**src/rtl/rgb_spike_encoder_pkg.sv**
```systemverilog
// Shared definitions for the RGB spike encoder: the encoder FSM states,
// the default channel/window constants shared with the neuron layer, and
// a helper that sizes the step counter.
package rgb_spike_encoder_pkg;

  // Encoder window phases, in the order they occur for one pixel.
  typedef enum logic [2:0] {
    IDLE  = 3'd0,
    NRST  = 3'd1,
    RUN   = 3'd2,
    DRAIN = 3'd3,
    DONE  = 3'd4
  } enc_state_t;

  localparam int DEF_NUM_CH    = 7;
  localparam int DEF_VAL_W     = 8;
  localparam int DEF_WINDOW    = 64;
  localparam int DEF_DRAIN_CYC = 6;

  // One counter serves both RUN and DRAIN, so it must hold the larger
  // of the two terminal counts.
  function automatic int step_cnt_w(input int window, input int drain);
    int m;
    m = (window > drain) ? window : drain;
    return (m < 1) ? 1 : $clog2(m + 1);
  endfunction

endpackage

```
**src/rtl/rgb_spike_encoder_if.sv**
```systemverilog
// Pixel-in / spike-out bundle of the encoder.
//
// Handshake: a pixel moves on a rising clk edge where in_valid and in_ready
// are both high. The source holds in_data stable while in_valid is high and
// not yet accepted; in_ready never depends on in_valid.
interface rgb_spike_encoder_if #(
  parameter int NUM_CH = 7,
  parameter int VAL_W  = 8
) ();
  logic                    in_valid;
  logic                    in_ready;
  logic [NUM_CH*VAL_W-1:0] in_data;
  logic [NUM_CH-1:0]       spike;
  logic                    neuron_reset;
  logic                    busy;
  logic                    window_done;

  // Pixel source / spike consumer side.
  modport master (
    output in_valid, in_data,
    input  in_ready, spike, neuron_reset, busy, window_done
  );

  // Encoder side.
  modport slave (
    input  in_valid, in_data,
    output in_ready, spike, neuron_reset, busy, window_done
  );
endinterface

```
**src/rtl/rgb_spike_encoder_channel.sv**
```systemverilog
// One rate-coding channel: a VAL_W-bit phase accumulator whose carry-out,
// registered, is the spike. Wrap-around of the accumulator is the mechanism
// that spreads spikes evenly across the window.
module spike_rate_channel #(
  parameter int VAL_W = 8
) (
  input  logic             clk,
  input  logic             clear,
  input  logic             step,
  input  logic [VAL_W-1:0] val,
  output logic             spike
);
  logic [VAL_W-1:0] acc_q;
  logic [VAL_W:0]   sum;

  assign sum = {1'b0, acc_q} + {1'b0, val};

  // Clear wins; otherwise advance the phase on step, and emit no spike when idle.
  always_ff @(posedge clk) begin
    if (clear) begin
      acc_q <= '0;
      spike <= 1'b0;
    end else if (step) begin
      acc_q <= sum[VAL_W-1:0];
      spike <= sum[VAL_W];
    end else begin
      spike <= 1'b0;
    end
  end
endmodule

```
**src/rtl/rgb_spike_encoder.sv**
```systemverilog
// Rate-codes one pixel feature vector into NUM_CH spike trains over WINDOW
// timesteps, framed by a neuron_reset pulse before and DRAIN_CYC quiet
// cycles plus a window_done strobe after.
//
// The accumulators are cleared on the accept edge and take their first
// step during the NRST cycle, so the registered spikes line up exactly with
// the WINDOW RUN cycles; the last RUN cycle does not step, which returns
// spike to 0 right after the window.
module rgb_spike_encoder
  import rgb_spike_encoder_pkg::*;
#(
  parameter int NUM_CH    = DEF_NUM_CH,
  parameter int VAL_W     = DEF_VAL_W,
  parameter int WINDOW    = DEF_WINDOW,
  parameter int DRAIN_CYC = DEF_DRAIN_CYC
) (
  input  logic                 clk,
  input  logic                 reset,
  rgb_spike_encoder_if.slave   bus,
  output enc_state_t           state_dbg
);
  localparam int CNT_W = step_cnt_w(WINDOW, DRAIN_CYC);
  localparam logic [CNT_W-1:0] RUN_LAST   = CNT_W'(WINDOW - 1);
  localparam logic [CNT_W-1:0] DRAIN_LAST = (DRAIN_CYC > 0) ? CNT_W'(DRAIN_CYC - 1) : '0;
  localparam logic [CNT_W-1:0] CNT_ONE    = CNT_W'(1);

  enc_state_t              state_q;
  logic [CNT_W-1:0]        step_cnt_q;
  logic [NUM_CH*VAL_W-1:0] val_q;
  logic                    neuron_reset_q;
  logic                    busy_q;
  logic                    window_done_q;
  logic [NUM_CH-1:0]       spike_w;

  logic accept;
  logic run_last;
  logic ch_clear;
  logic ch_step;

  assign accept   = (state_q == IDLE) && bus.in_valid && !reset;
  assign run_last = (step_cnt_q == RUN_LAST);
  assign ch_clear = reset || accept;
  assign ch_step  = (state_q == NRST) || ((state_q == RUN) && !run_last);

  assign bus.in_ready     = (state_q == IDLE) && !reset;
  assign bus.neuron_reset = neuron_reset_q;
  assign bus.busy         = busy_q;
  assign bus.window_done  = window_done_q;
  assign bus.spike        = spike_w;
  assign state_dbg        = state_q;

  // Window sequencer: phase, shared step counter, pixel latch and framing strobes.
  always_ff @(posedge clk) begin
    if (reset) begin
      state_q        <= IDLE;
      step_cnt_q     <= '0;
      val_q          <= '0;
      neuron_reset_q <= 1'b0;
      busy_q         <= 1'b0;
      window_done_q  <= 1'b0;
    end else begin
      neuron_reset_q <= 1'b0;
      window_done_q  <= 1'b0;
      case (state_q)
        IDLE: begin
          if (bus.in_valid) begin
            val_q          <= bus.in_data;
            step_cnt_q     <= '0;
            neuron_reset_q <= 1'b1;
            busy_q         <= 1'b1;
            state_q        <= NRST;
          end
        end
        NRST: begin
          step_cnt_q <= '0;
          state_q    <= RUN;
        end
        RUN: begin
          if (run_last) begin
            step_cnt_q <= '0;
            if (DRAIN_CYC == 0) begin
              window_done_q <= 1'b1;
              state_q       <= DONE;
            end else begin
              state_q <= DRAIN;
            end
          end else begin
            step_cnt_q <= step_cnt_q + CNT_ONE;
          end
        end
        DRAIN: begin
          if (step_cnt_q == DRAIN_LAST) begin
            step_cnt_q    <= '0;
            window_done_q <= 1'b1;
            state_q       <= DONE;
          end else begin
            step_cnt_q <= step_cnt_q + CNT_ONE;
          end
        end
        DONE: begin
          busy_q  <= 1'b0;
          state_q <= IDLE;
        end
        default: begin
          busy_q  <= 1'b0;
          state_q <= IDLE;
        end
      endcase
    end
  end

  // One phase accumulator per channel, all stepped in lockstep.
  for (genvar i = 0; i < NUM_CH; i++) begin : g_ch
    spike_rate_channel #(.VAL_W(VAL_W)) u_ch (
      .clk   (clk),
      .clear (ch_clear),
      .step  (ch_step),
      .val   (val_q[i*VAL_W +: VAL_W]),
      .spike (spike_w[i])
    );
  end
endmodule

```
**src/flat_wrapper.sv**
```systemverilog
// flat-port wrapper written by rule: the top's interface ports become plain ports
module rgb_spike_encoder_flat import rgb_spike_encoder_pkg::*;
#(
  parameter int NUM_CH    = DEF_NUM_CH,
  parameter int VAL_W     = DEF_VAL_W,
  parameter int WINDOW    = DEF_WINDOW,
  parameter int DRAIN_CYC = DEF_DRAIN_CYC
)
  (clk, reset, state_dbg, bus_in_valid, bus_in_data, bus_in_ready, bus_spike, bus_neuron_reset, bus_busy, bus_window_done);
  rgb_spike_encoder_if #(.NUM_CH(NUM_CH), .VAL_W(VAL_W)) bus_i ();
  input  logic clk;
  input  logic reset;
  output enc_state_t state_dbg;
  input wire logic [$bits(bus_i.in_valid)-1:0] bus_in_valid;
  input wire logic [$bits(bus_i.in_data)-1:0] bus_in_data;
  output wire logic [$bits(bus_i.in_ready)-1:0] bus_in_ready;
  output wire logic [$bits(bus_i.spike)-1:0] bus_spike;
  output wire logic [$bits(bus_i.neuron_reset)-1:0] bus_neuron_reset;
  output wire logic [$bits(bus_i.busy)-1:0] bus_busy;
  output wire logic [$bits(bus_i.window_done)-1:0] bus_window_done;
  assign bus_i.in_valid = bus_in_valid;
  assign bus_i.in_data = bus_in_data;
  assign bus_in_ready = bus_i.in_ready;
  assign bus_spike = bus_i.spike;
  assign bus_neuron_reset = bus_i.neuron_reset;
  assign bus_busy = bus_i.busy;
  assign bus_window_done = bus_i.window_done;
  rgb_spike_encoder #(.NUM_CH(NUM_CH), .VAL_W(VAL_W), .WINDOW(WINDOW), .DRAIN_CYC(DRAIN_CYC)) u_core (.clk(clk), .reset(reset), .bus(bus_i), .state_dbg(state_dbg));
endmodule
```
**config.mk**
```make
export PLATFORM = sky130hd
export DESIGN_NAME = rgb_spike_encoder_flat
export DESIGN_NICKNAME = d
export VERILOG_FILES = /design/src/rtl/rgb_spike_encoder_pkg.sv /design/src/rtl/rgb_spike_encoder_if.sv /design/src/rtl/rgb_spike_encoder_channel.sv /design/src/rtl/rgb_spike_encoder.sv /design/src/flat_wrapper.sv
export SDC_FILE = /design/constraint.sdc
export NUM_CORES = 1
export LEC_CHECK = 0
export ABC_CLOCK_PERIOD_IN_PS = 8420
export CORE_MARGIN = 2
export CORE_UTILIZATION = 62
export DETAILED_ROUTE_END_ITERATION = 10
export GPL_TIMING_DRIVEN = 0
export PLACE_DENSITY = 0.86
export REMOVE_ABC_BUFFERS = 1
export SETUP_SLACK_MARGIN = 0.2
export SLEW_MARGIN = 20
export SYNTH_ARGS = -nofsm -noshare
export SYNTH_HDL_FRONTEND = slang
export SYNTH_HIERARCHICAL = 1
export SYNTH_SLANG_ARGS = --single-unit
```
**constraint.sdc**
```tcl
create_clock -name clk -period 8.42 [get_ports clk]
set_clock_uncertainty 0.05 [all_clocks]
set_input_delay 0.842 -clock clk [delete_from_list [all_inputs] [get_ports clk]]
set_output_delay 0.842 -clock clk [all_outputs]
set_load 0.02 [all_outputs]
```
# [Yosys cells after proc, flatten, opt, wreduce, memory -nomap -nowiden]
# Index checks and enable logic that the tools add are counted.
[word_totals] register_bits=132 in_bits=59 output_inout_bits=14 elab_cells=70
[classes] n_addsub=8 n_eq_ne=8 muxes=12 n_bitwise=4 n_reduce_logical=18
[op_table] operator="$add A8 B8 Y9" count=7
[op_table] operator="$pmux W7 S4" count=1
[op_table] operator="$mux W7" count=3
[op_table] operator="$pmux W3 S4" count=1
[op_table] operator="$mux W3" count=3
[op_table] operator="$add A7 B1 Y7 const B" count=1
[op_table] operator="$eq A7 B3 Y1 const B" count=1
[op_table] operator="$eq A7 B6 Y1 const B" count=1
[op_table] operator="$eq A3 B2 Y1 const B" count=2
[op_table] operator="$reduce_and A2 Y1" count=3
[op_table] operator="$reduce_or A2 Y1" count=3
[op_table] operator="$logic_and A1 B1 Y1" count=4
[op_table] operator="$ne A2 B1 Y1 const B" count=2
[op_table] operator="$not A1 Y1" count=4
[op_table] operator="$reduce_bool A4 Y1" count=1
[op_table] operator="$eq A3 B1 Y1 const B" count=1
[op_table] operator="$logic_not A3 Y1" count=1
[op_table] operator="$mux W1" count=3
[op_table] operator="$reduce_and A3 Y1" count=1
[op_table] operator="$reduce_or A3 Y1" count=1
[op_table] operator="$logic_not A1 Y1" count=2
[op_table] operator="$logic_or A1 B1 Y1" count=2
[op_table] operator="$ne A2 B2 Y1 const B" count=1
[op_table] operator="$pmux W1 S2" count=1

# [Longest topological paths before layout]
# Gate-level depths: netlist of the first run.
[logic_depth] ltp_word=6 depth_mapped=8 mapped_depth_nobuf=8

# [Modules after synthesis]
# The synthesis of the first run kept the hierarchy.
[by_module_without_submodules] module="spike_rate_channel" instances=7 cells_each=72 area_each_um2=638.1 seq_area_each_um2=180.2
[by_module_without_submodules] module="rgb_spike_encoder" instances=1 cells_each=317 area_each_um2=2581.2 seq_area_each_um2=1381.3

# [Worst setup path after synthesis of the first run]
# Ideal clock, no wire load.
[synth_path] path_type="reg-to-reg" from="reg u_core.state_q[0], in the netlist u_core/state_dbg[0]" to="reg u_core.g_ch[0].u_ch.acc_q[5]" setup_ps=106 arrival_time_ps=2742 required_ps=8264 path_slack_ps=5522 path_stages_with_launch=7 n_path_buf=2 period_less_slack_ps=2898 cell_sequence="dfxtp_1 -> buf_2 -> mux2_2 -> nor2_1 -> buf_4 -> nand3b_1 -> o311ai_0"
[synth_via] word_cells_on_any_way=8 classes_between="eq/ne (2); reduce/logical (6)"
[synth_lines] item="start: declaration" line="rgb_spike_encoder.sv:27" source="enc_state_t state_q;"
[synth_lines] item="start signal: assignment" line="rgb_spike_encoder.sv:55" source="state_q <= IDLE;"
[synth_lines] item="start signal: assignment" line="rgb_spike_encoder.sv:71" source="state_q <= NRST;"
[synth_lines] item="start signal: assignment" line="rgb_spike_encoder.sv:76" source="state_q <= RUN;"
[synth_lines] item="$eq A3 B2 Y1" line="rgb_spike_encoder.sv:43" source="assign ch_step = (state_q == NRST) || ((state_q == RUN) && !run_last);"
[synth_lines] item="$logic_and A1 B1 Y1" line="rgb_spike_encoder.sv:43"
[synth_lines] item="$logic_or A1 B1 Y1 *" line="rgb_spike_encoder.sv:43"
[synth_lines] item="via u_core.ch_step" line="rgb_spike_encoder.sv:38" source="logic ch_step;"
[synth_lines] item="end signal: assignment" line="rgb_spike_encoder_channel.sv:24" source="acc_q <= sum[VAL_W-1:0];"
[synth_lines] item="end: declaration" line="rgb_spike_encoder_channel.sv:13" source="logic [VAL_W-1:0] acc_q;"
# The timed path passes the listed nets; every way through them passes the cells marked *.
# A chain may end at the register's enable or synchronous reset.

# [Worst setup path in the final report of the first run]
[layout_path] from="in bus_in_valid" to="reg u_core.g_ch[0].u_ch.acc_q[7]"
[layout_via] elab_chain_cells=3
[layout_lines] item="start: declaration" line="flat_wrapper.sv:14" source="input wire logic [$bits(bus_i.in_valid)-1:0] bus_in_valid;"
[layout_lines] item="$logic_and A1 B1 Y1 (2 in a row)" line="rgb_spike_encoder.sv:40" source="assign accept = (state_q == IDLE) && bus.in_valid && !reset;"
[layout_lines] item="$logic_or A1 B1 Y1" line="rgb_spike_encoder.sv:42" source="assign ch_clear = reset || accept;"
[layout_lines] item="via u_core.ch_clear" line="rgb_spike_encoder.sv:37" source="logic ch_clear;"
# The timed path passes the listed nets, and every way through them passes these cells.

==> results of run 1 <==
-- final timing paths --
| kind | startpoint | endpoint | slack, ns | cells after the start |
|---|---|---|---|---|
| setup / recovery | bus_in_valid | u_core/g_ch[0].u_ch/acc_q[7] | 5.21 | 8 |
| hold / removal | u_core/val_q[31] | u_core/val_q[31] | 0.41 | 2 |
| setup reg to reg | u_core/state_dbg[1] | u_core/g_ch[3].u_ch/acc_q[7] | 5.56 | 7 |
| hold reg to reg | u_core/val_q[31] | u_core/val_q[31] | 0.41 | 2 |
-- report_power, final --
group | internal [mW] | switching [mW] | total (mW)
registers | 0.675 | 0.0382 | 0.713
logic | 0.178 | 0.220 | 0.398
clock network | 0.454 | 0.248 | 0.701
total | 1.31 | 0.506 | 1.81
-- stage by stage --
stage	instances	hold slack, ns	worst slack [ns]	area (um^2)
after global placement	996	0.401	1.15	7750
after CTS	1035	0.412	5.26	8460
after floorplan	784	0.385	3.40	6850
after detailed placement	1005	0.405	4.88	7900
final	1035	0.408	5.21	8460
after global routing	1035	0.421	5.05	8460
-- metal layers --
metal,up-vias,GRT usage,routed length (um)
li1,3090,-,-
met1,2902,0.295,6570
met2,154,0.457,7750
met3,32,0.0670,659
met4,0,0.102,311
met5,-,0,0
-- synthesized netlist by cell type (7+ instances only) --
master    count
nand2_1     137
dfxtp_1     132
a21oi_1     100
ha_1         58
o21ai_0      58
nor2_1       44
a211oi_1     28
nand2b_1     22
inv_1        15
nor3b_1      15
buf_2        14
mux2i_1      14
xnor2_1      13
buf_4        11
clkbuf_1     11
nor3_1       10
nor2b_1       9
nand3_1       8
nand3b_1      8
a211o_1       7
a21o_2        7
a21oi_2       7
and3_2        7
fa_1          7
o211a_1       7
o211ai_1      7
o21a_1        7
o21bai_1      7
o22ai_1       7
o311ai_0      7
o311ai_1      7
or3b_2        7
or4_1         7
-- state kept, by name, indices dropped and copies added, names as in the netlist --
name and cells:
u_core/bus.window_done 1, u_core/g_ch.u_ch/spike 7, u_core/bus.neuron_reset 1, u_core/val_q 56, u_core/bus.busy 1, u_core/step_cnt_q 7, u_core/g_ch.u_ch/acc_q 56, u_core/state_dbg 3
-- cells by family after synthesis --
family / Yosys count / synth area share
compound gates: 258 / 0.229
mux: 15 / 0.0215
buf+inv: 52 / 0.0360
flops: 132 / 0.375
fa+ha+maj: 65 / 0.123
xor+xnor: 13 / 0.0162
simple gates: 286 / 0.199
-- area by class of cell --
| type | count | share of cell area |
|---|---|---|
| Inverter | 15 | 0.00665 |
| Multi-Input combinational cell | 637 | 0.493 |
| Timing Repair Buffer | 81 | 0.101 |
| Clock inverter | 5 | 0.00887 |
| Tap cell | 140 | 0.0207 |
| Clock buffer | 25 | 0.0574 |
| Sequential cell | 132 | 0.312 |
-- cell usage in the layout (no fill, tap or decap), types with 5 or more instances in the layout --
| cell type | synthesis | routed |
|---|---|---|
| nand2_1 | 137 | 137 |
| dfxtp_1 | 132 | 132 |
| a21oi_1 | 100 | 100 |
| clkdlybuf4s50_1 | 0 | 71 |
| o21ai_0 | 58 | 58 |
| ha_1 | 58 | 58 |
| nor2_1 | 44 | 43 |
| a211oi_1 | 28 | 28 |
| nand2b_1 | 22 | 22 |
| clkbuf_16 | 0 | 17 |
| inv_1 | 15 | 15 |
| nor3b_1 | 15 | 15 |
| mux2i_1 | 14 | 14 |
| xnor2_1 | 13 | 13 |
| nor3_1 | 10 | 10 |
| nor2b_1 | 9 | 9 |
| nand3b_1 | 8 | 8 |
| nand3_1 | 8 | 8 |
| a21o_2 | 7 | 7 |
| a211o_1 | 7 | 7 |
| o211ai_1 | 7 | 7 |
| a21oi_2 | 7 | 7 |
| and3_2 | 7 | 7 |
| o21a_1 | 7 | 7 |
| o211a_1 | 7 | 7 |
| or4_1 | 7 | 7 |
| o311ai_1 | 7 | 7 |
| o21bai_1 | 7 | 7 |
| o22ai_1 | 7 | 7 |
| or3b_2 | 7 | 7 |
| o311ai_0 | 7 | 7 |
| fa_1 | 7 | 7 |
| clkbuf_1 | 11 | 5 |
-- worst min-delay path: stages, from the launching register on --
cell     delay [ns]
dfxtp_1        0.31
nand2_1        0.05
a21oi_1        0.05
==> impl_summary.txt, run 1 <==
----------------------------------------------------
[Floorplanning]
  # IOs ... 73
  Die Span X ... 111 um
  Row count ... 38
  Initial Util ... 0.642
  Die span in y ... 111 um
  Placeable Area ... 0.0110 mm^2
  Die footprint ... 0.0122 mm^2

[Setup path]
  Critical path arrival ... 3.43 ns
  Category of cells accounting for the largest share of critical-path delay ... buffers and inverters
  Crit-path cells ... clkdlybuf4s50_1 -> nor4b_4 -> buf_4 -> or2_4 -> buf_16 -> nor3b_1 -> o21ai_0 -> o311ai_1
  Highest fanout seen on the critical path ... slightly below 70
  Capturing element type of the critical path ... register
  Slowest cell on crit path ... nor4b_4
  Total buffers and inverters traversed by the critical path ... 3
  Crit path kind ... in2reg
  Kind of start point of the critical path ... input port
  Largest stage delay, worst path ... 0.65 ns
  Required time of the critical path ... about 8.6 ns

[Global route]
  Via count of the first global-routing pass ... approximately 6300
  Sum of overflow across all layers after global routing ... 0
  Initial antenna violation count ... 0
  Global routing usage summed across all routing layers ... 0.258
  First-pass GRT wire length ... 26700 um
  Pin count of the biggest net entering global routing ... about 70

[Route]
  Iteration count of the initial detailed-routing pass ... 7
  Total length of routed wires ... 15300 um
  Count of vias placed by the detailed router ... 6178
  Remaining routing DRC violations ... 0
  Avg Vias per Cell ... a little under 6
  Avg WL per Cell ... 14.8 um
  Detailed router's first-iteration violation count ... 312
  Antenna-violating nets left ... 0

[Final layout]
  Layout cells sized above 1 ... 0.0771
  Area of the multi-input gates ... 0.00417 mm^2
  Utilization after layout ... 0.770
  Final antenna diode count ... 0
  Area taken by flip-flops and latches ... 0.00264 mm^2
  Layout fillers ... about 750
  Area growth from synthesis to layout ... 20.1%
  Total Nets Final ... 1008

[Logic synthesis]
  Number of synthesized register bits ... 132
  Number of distinct library cells after synthesis ... 46
  Number of standard cells after synthesis ... between 800 and 900
  Part of the Yosys area used for sequential elements ... 0.375
  Post-synthesis average cell area ... 8.58 um^2
  Portion of synthesized cell area occupied by the leading cell type ... 0.375
  Number of synthesized flops with an enable pin ... 0
  Yosys Warn Count ... 6
  Mapped Area ... about 0.0070 mm^2
  Cell types with the largest area share after synthesis ... dfxtp_1, ha_1, nand2_1, a21oi_1, o21ai_0
  Most used flip-flop cell after synthesis ... dfxtp_1
  Cell type with the largest total area after synthesis ... dfxtp_1
  Async set-or-reset flop fraction in the synthesized netlist ... 0

[Clock network]
  Setup repair bufs after CTS ... 0
  Post-CTS clock slew at the launch and capture registers of the worst setup and hold paths ... around 0.050 ns
  Number of buffers created by CTS ... 17
  Clock root cell ... clkbuf_16
  Sink Count ... roughly 130
  Hold-fix buffers, CTS ... 0
  CTS H-tree lvls ... 4
  Number of gates given a new drive strength after cts ... 0
  Clock tree buffer depth ... 2
  TritonCTS clock tree ... done
  Later-pin clock latency in the skew report ... 0.42 ns

[Placement]
  Routability Congestion ... a little over 0.8
  Buffers added on ports ... 72
  DP Wirelength ... 10400 um

[Flow run]
  Max-cap violations ... 0

[Outcome]
  Status ... finished, final reports clean

[Min path]
  Min-delay worst type ... reg2reg

[STA]
  Number of hold-slack violations in the final timing report ... 0
  Worst slew pin tran ... 0.768 ns
  Period utilisation layout ... 0.382
  Setup Total Neg Slack ... 0 ns
  Max Slew Vio Count ... 0
  Tmin final ... 3.21 ns
  Setup Viol. Count Final ... 0
  Maximum operating frequency ... 311 MHz
  Setup repair after global routing missed its margin ... false
  Max transition margin ... 0.487

[Pwr]
  Maximum vdd drop ... ~0.00027 V
  Leakage power ... 3.40 nW
  Cell Pwr Density ... 214 mW/mm^2
  Final total power ... 1.81 mW

----------------------------------------------------
Note: power is estimated with default switching activity, not from simulation.
==> inputs of run 2 (changes only) <==
--- a/config.mk
+++ b/config.mk
@@ -5,12 +5,12 @@
 export SDC_FILE = /design/constraint.sdc
 export NUM_CORES = 1
 export LEC_CHECK = 0
-export ABC_CLOCK_PERIOD_IN_PS = 8420
+export ABC_CLOCK_PERIOD_IN_PS = 2800
 export CORE_MARGIN = 2
-export CORE_UTILIZATION = 62
+export CORE_UTILIZATION = 52
 export DETAILED_ROUTE_END_ITERATION = 10
 export GPL_TIMING_DRIVEN = 0
-export PLACE_DENSITY = 0.86
+export PLACE_DENSITY = 0.77
 export REMOVE_ABC_BUFFERS = 1
 export SETUP_SLACK_MARGIN = 0.2
 export SLEW_MARGIN = 20
==> constraint.sdc (replaced) <==
create_clock -name clk -period 2.8 [get_ports clk]
set_clock_uncertainty 0.05 [all_clocks]
set_input_delay 0.28 -clock clk [delete_from_list [all_inputs] [get_ports clk]]
set_output_delay 0.28 -clock clk [all_outputs]
set_load 0.02 [all_outputs]
==> impl_summary.txt, run 2 (synthesized netlist as in run 1, its figures left out) <==
----------------------------------------------------
[Clock network]
  TritonCTS clock tree ... done (unchanged)
  Clock root cell ... clkbuf_16 (unchanged)
  Later-pin clock latency in the skew report ... 0.42 ns (about the same)
  Number of buffers created by CTS ... 17 (unchanged)
  Clock tree buffer depth ... 2 (unchanged)
  CTS H-tree lvls ... 4 (unchanged)
  Hold-fix buffers, CTS ... 0 (unchanged)
  Sink Count ... 132 (unchanged)
  Post-CTS clock slew at the launch and capture registers of the worst setup and hold paths ... 0.05 ns (about the same)

[Setup path]
  Category of cells accounting for the largest share of critical-path delay ... simple AND/OR/NAND/NOR gates (was buffers and inverters)
  Required time of the critical path ... 3.06 ns (was 8.63 ns)
  R2R setup slack ... 0.32 ns (was 5.56 ns)
  Largest stage delay, worst path ... 0.46 ns (was 0.65 ns)
  Top cell by count, worst path ... buf_16
  Crit path kind ... reg2reg (was in2reg)
  Highest fanout seen on the critical path ... 25 (was 68)
  RR Startpoint ... u_core/step_cnt_q[0] (was u_core/state_dbg[1])
  Capture point of the worst path ... u_core/g_ch[3].u_ch/acc_q[5] (was u_core/g_ch[0].u_ch/acc_q[7])
  Crit-path cells ... ha_1 -> nand2b_1 -> o21ai_1 -> mux2_2 -> nor2_4 -> clkbuf_16 -> buf_16 -> buf_16 -> or3b_2 -> o311ai_0 (was clkdlybuf4s50_1 -> nor4b_4 -> buf_4 -> or2_4 -> buf_16 -> nor3b_1 -> o21ai_0 -> o311ai_1)
  Worst path depth ... 10 (was 8)
  Capturing element type of the critical path ... register (unchanged)
  Crit path launch ... u_core/step_cnt_q[0] (was bus_in_valid)
  Total buffers and inverters traversed by the critical path ... 3 (unchanged)
  Kind of start point of the critical path ... register (was input port)
  Slowest cell on crit path ... or3b_2 (was nor4b_4)
  Critical R2R Capture ... u_core/g_ch[3].u_ch/acc_q[5] (was u_core/g_ch[3].u_ch/acc_q[7])
  Number of cell instances on the worst register-to-register path ... 10 (was 7)
  Critical path arrival ... 2.74 ns (was 3.43 ns)

[Global route]
  Sum of overflow across all layers after global routing ... 0 (unchanged)
  Global routing usage summed across all routing layers ... 0.207 (was 0.258)
  Initial antenna violation count ... 0 (unchanged)
  Pin count of the biggest net entering global routing ... 75 (was 71)
  First-pass GRT wire length ... 24700 um (was 26700 um)
  Via count of the first global-routing pass ... 5552 (was 6263)

[Route]
  Antenna-violating nets left ... 0 (unchanged)
  Count of vias placed by the detailed router ... 5962 (was 6178)
  Avg WL per Cell ... 13.5 um (was 14.8 um)
  Total length of routed wires ... 14500 um (was 15300 um)
  Avg Vias per Cell ... 5.53 (was 5.97)
  Iteration count of the initial detailed-routing pass ... 4 (was 7)
  Detailed router's first-iteration violation count ... 340 (was 312)
  Remaining routing DRC violations ... 0 (unchanged)

[Final layout]
  Area of all placed cells without fillers ... 0.00870 mm^2 (was 0.00846 mm^2)
  Commonest cells after routing, fill and taps aside ... nand2_1, dfxtp_1, a21oi_1, clkdlybuf4s50_1, ha_1 (was nand2_1, dfxtp_1, a21oi_1, clkdlybuf4s50_1)
  Layout fillers ... 1128 (was 748)
  Commonest non-fill, non-tap cell in the layout ... nand2_1 (unchanged)
  Layout cells sized above 1 ... 0.0898 (was 0.0771)
  Area growth from synthesis to layout ... 23.5% (was 20.1%)
  Registers with the most flip-flops ... u_core/g_ch.u_ch/acc_q (56), u_core/val_q (56) (unchanged)
  Non-filler cells, final ... 1078 (was 1035)
  Final antenna diode count ... 0 (unchanged)
  Total Nets Final ... 1014 (was 1008)

[Floorplanning]
  Die Span X ... 120 um (was 111 um)
  Row count ... 42 (was 38)
  # IOs ... 73 (unchanged)
  Initial Util ... 0.532 (was 0.642)
  Placeable Area ... 0.0132 mm^2 (was 0.0110 mm^2)
  Die footprint ... 0.0145 mm^2 (was 0.0122 mm^2)
  Die span in y ... 120 um (was 111 um)

[STA]
  Max Slew Vio Count ... 0 (unchanged)
  Tmin final ... between 2 and 2.5 ns
  Max transition margin ... 0.491 (was 0.487)
  Final worst hold slack ... 0.355 ns (was 0.408 ns)
  Setup repair after global routing missed its margin ... false (unchanged)
  Period utilisation layout ... 0.886
  Setup Total Neg Slack ... 0 ns (unchanged)
  Number of hold-slack violations in the final timing report ... 0 (unchanged)
  Maximum operating frequency ... 403 MHz
  Worst slew pin tran ... 0.763 ns (was 0.768 ns)
  Setup Viol. Count Final ... 0 (unchanged)

[Pwr]
  Leakage power ... 3.50 nW (was 3.40 nW)
  Final total power ... 5.80 mW (was 1.81 mW)
  Cell Pwr Density ... 666 mW/mm^2 (was 214 mW/mm^2)
  Maximum vdd drop ... 0.000474 V (was 0.000266 V)

[Placement]
  Total placed cells including tap cells ... 1044 (was 1005)
  DP Wirelength ... 9790 um (was 10400 um)
  Routability Congestion ... 0.841 (was 0.829)
  Placed Area ... 0.00803 mm^2 (was 0.00790 mm^2)
  Buffers added on ports ... 72 (unchanged)

[Outcome]
  Status ... finished, final reports clean (unchanged)

[Min path]
  Start point of the worst min-delay path ... bus_in_data[24] (was u_core/val_q[31])
  Min-delay worst type ... in2reg (was reg2reg)

[Flow run]
  Max-cap violations ... 0 (unchanged)

----------------------------------------------------
[run 2: layer usage]
layer | vias up | part of all wire | track usage
li1 | 3109 | - | -
met1 | 2746 | 0.48 | 0.260
met2 | 95 | 0.48 | 0.349
met3 | 12 | 0.035 | 0.0519
met4 | 0 | 0.0081 | 0.0661
met5 | - | 0 | 0
[run 2: worst min path at each step]
| stage | cells after the start | end | slack [ns] |
|---|---|---|---|
| finish | 3 | u_core/val_q[24] | 0.35 |
| global route | 3 | u_core/val_q[8] | 0.35 |
| CTS | 3 | u_core/val_q[3] | 0.34 |
| detailed placement | 2 | u_core/val_q[3] | 0.40 |
| global placement | 2 | u_core/val_q[30] | 0.40 |
| floorplan | 1 | u_core/step_cnt_q[1] | 0.30 |
[run 2: worst register-to-register path, stage by stage, from the launching register on]
cell       delay (ns)
dfxtp_1          0.41
ha_1             0.22
nand2b_1         0.09
o21ai_1          0.22
mux2_2           0.23
nor2_4           0.05
clkbuf_16        0.21
buf_16           0.17
buf_16           0.17
or3b_2           0.46
o311ai_0         0.11
[run 2: cell type report]
type	count	area (um^2)	area share
multi-input cells	637	4170	0.479
flip-flops and latches	132	2640	0.304
repair buffers	87	966	0.111
clock buffers	23	498	0.0572
well taps	176	220	0.0253
clock inverters	8	146	0.0168
inverters	15	56.3	0.00647
[run 2: timing repair]
action,in CTS,in global routing
gates cloned,0,1
buffers inserted,1,1
endpoints found under the setup margin,7,5
gates resized for setup,1,2
pin swaps,1,1
[run 2: through the flow]
step / setup WS (ns) / util
3_5_place_dp: 0.00869 / 0.606
2_1_floorplan: -2.22 / -
4_1_cts: 0.204 / 0.656
3_3_place_gp: -4.24 / 0.588
5_1_grt: 0.205 / 0.657
6_report: 0.320 / 0.657
[run 2: where the power goes]
part           total (mW)  internal, mW  switching (mW)
clock                2.37          1.60           0.771
sequential           2.14          2.03           0.112
combinational        1.29         0.612           0.673
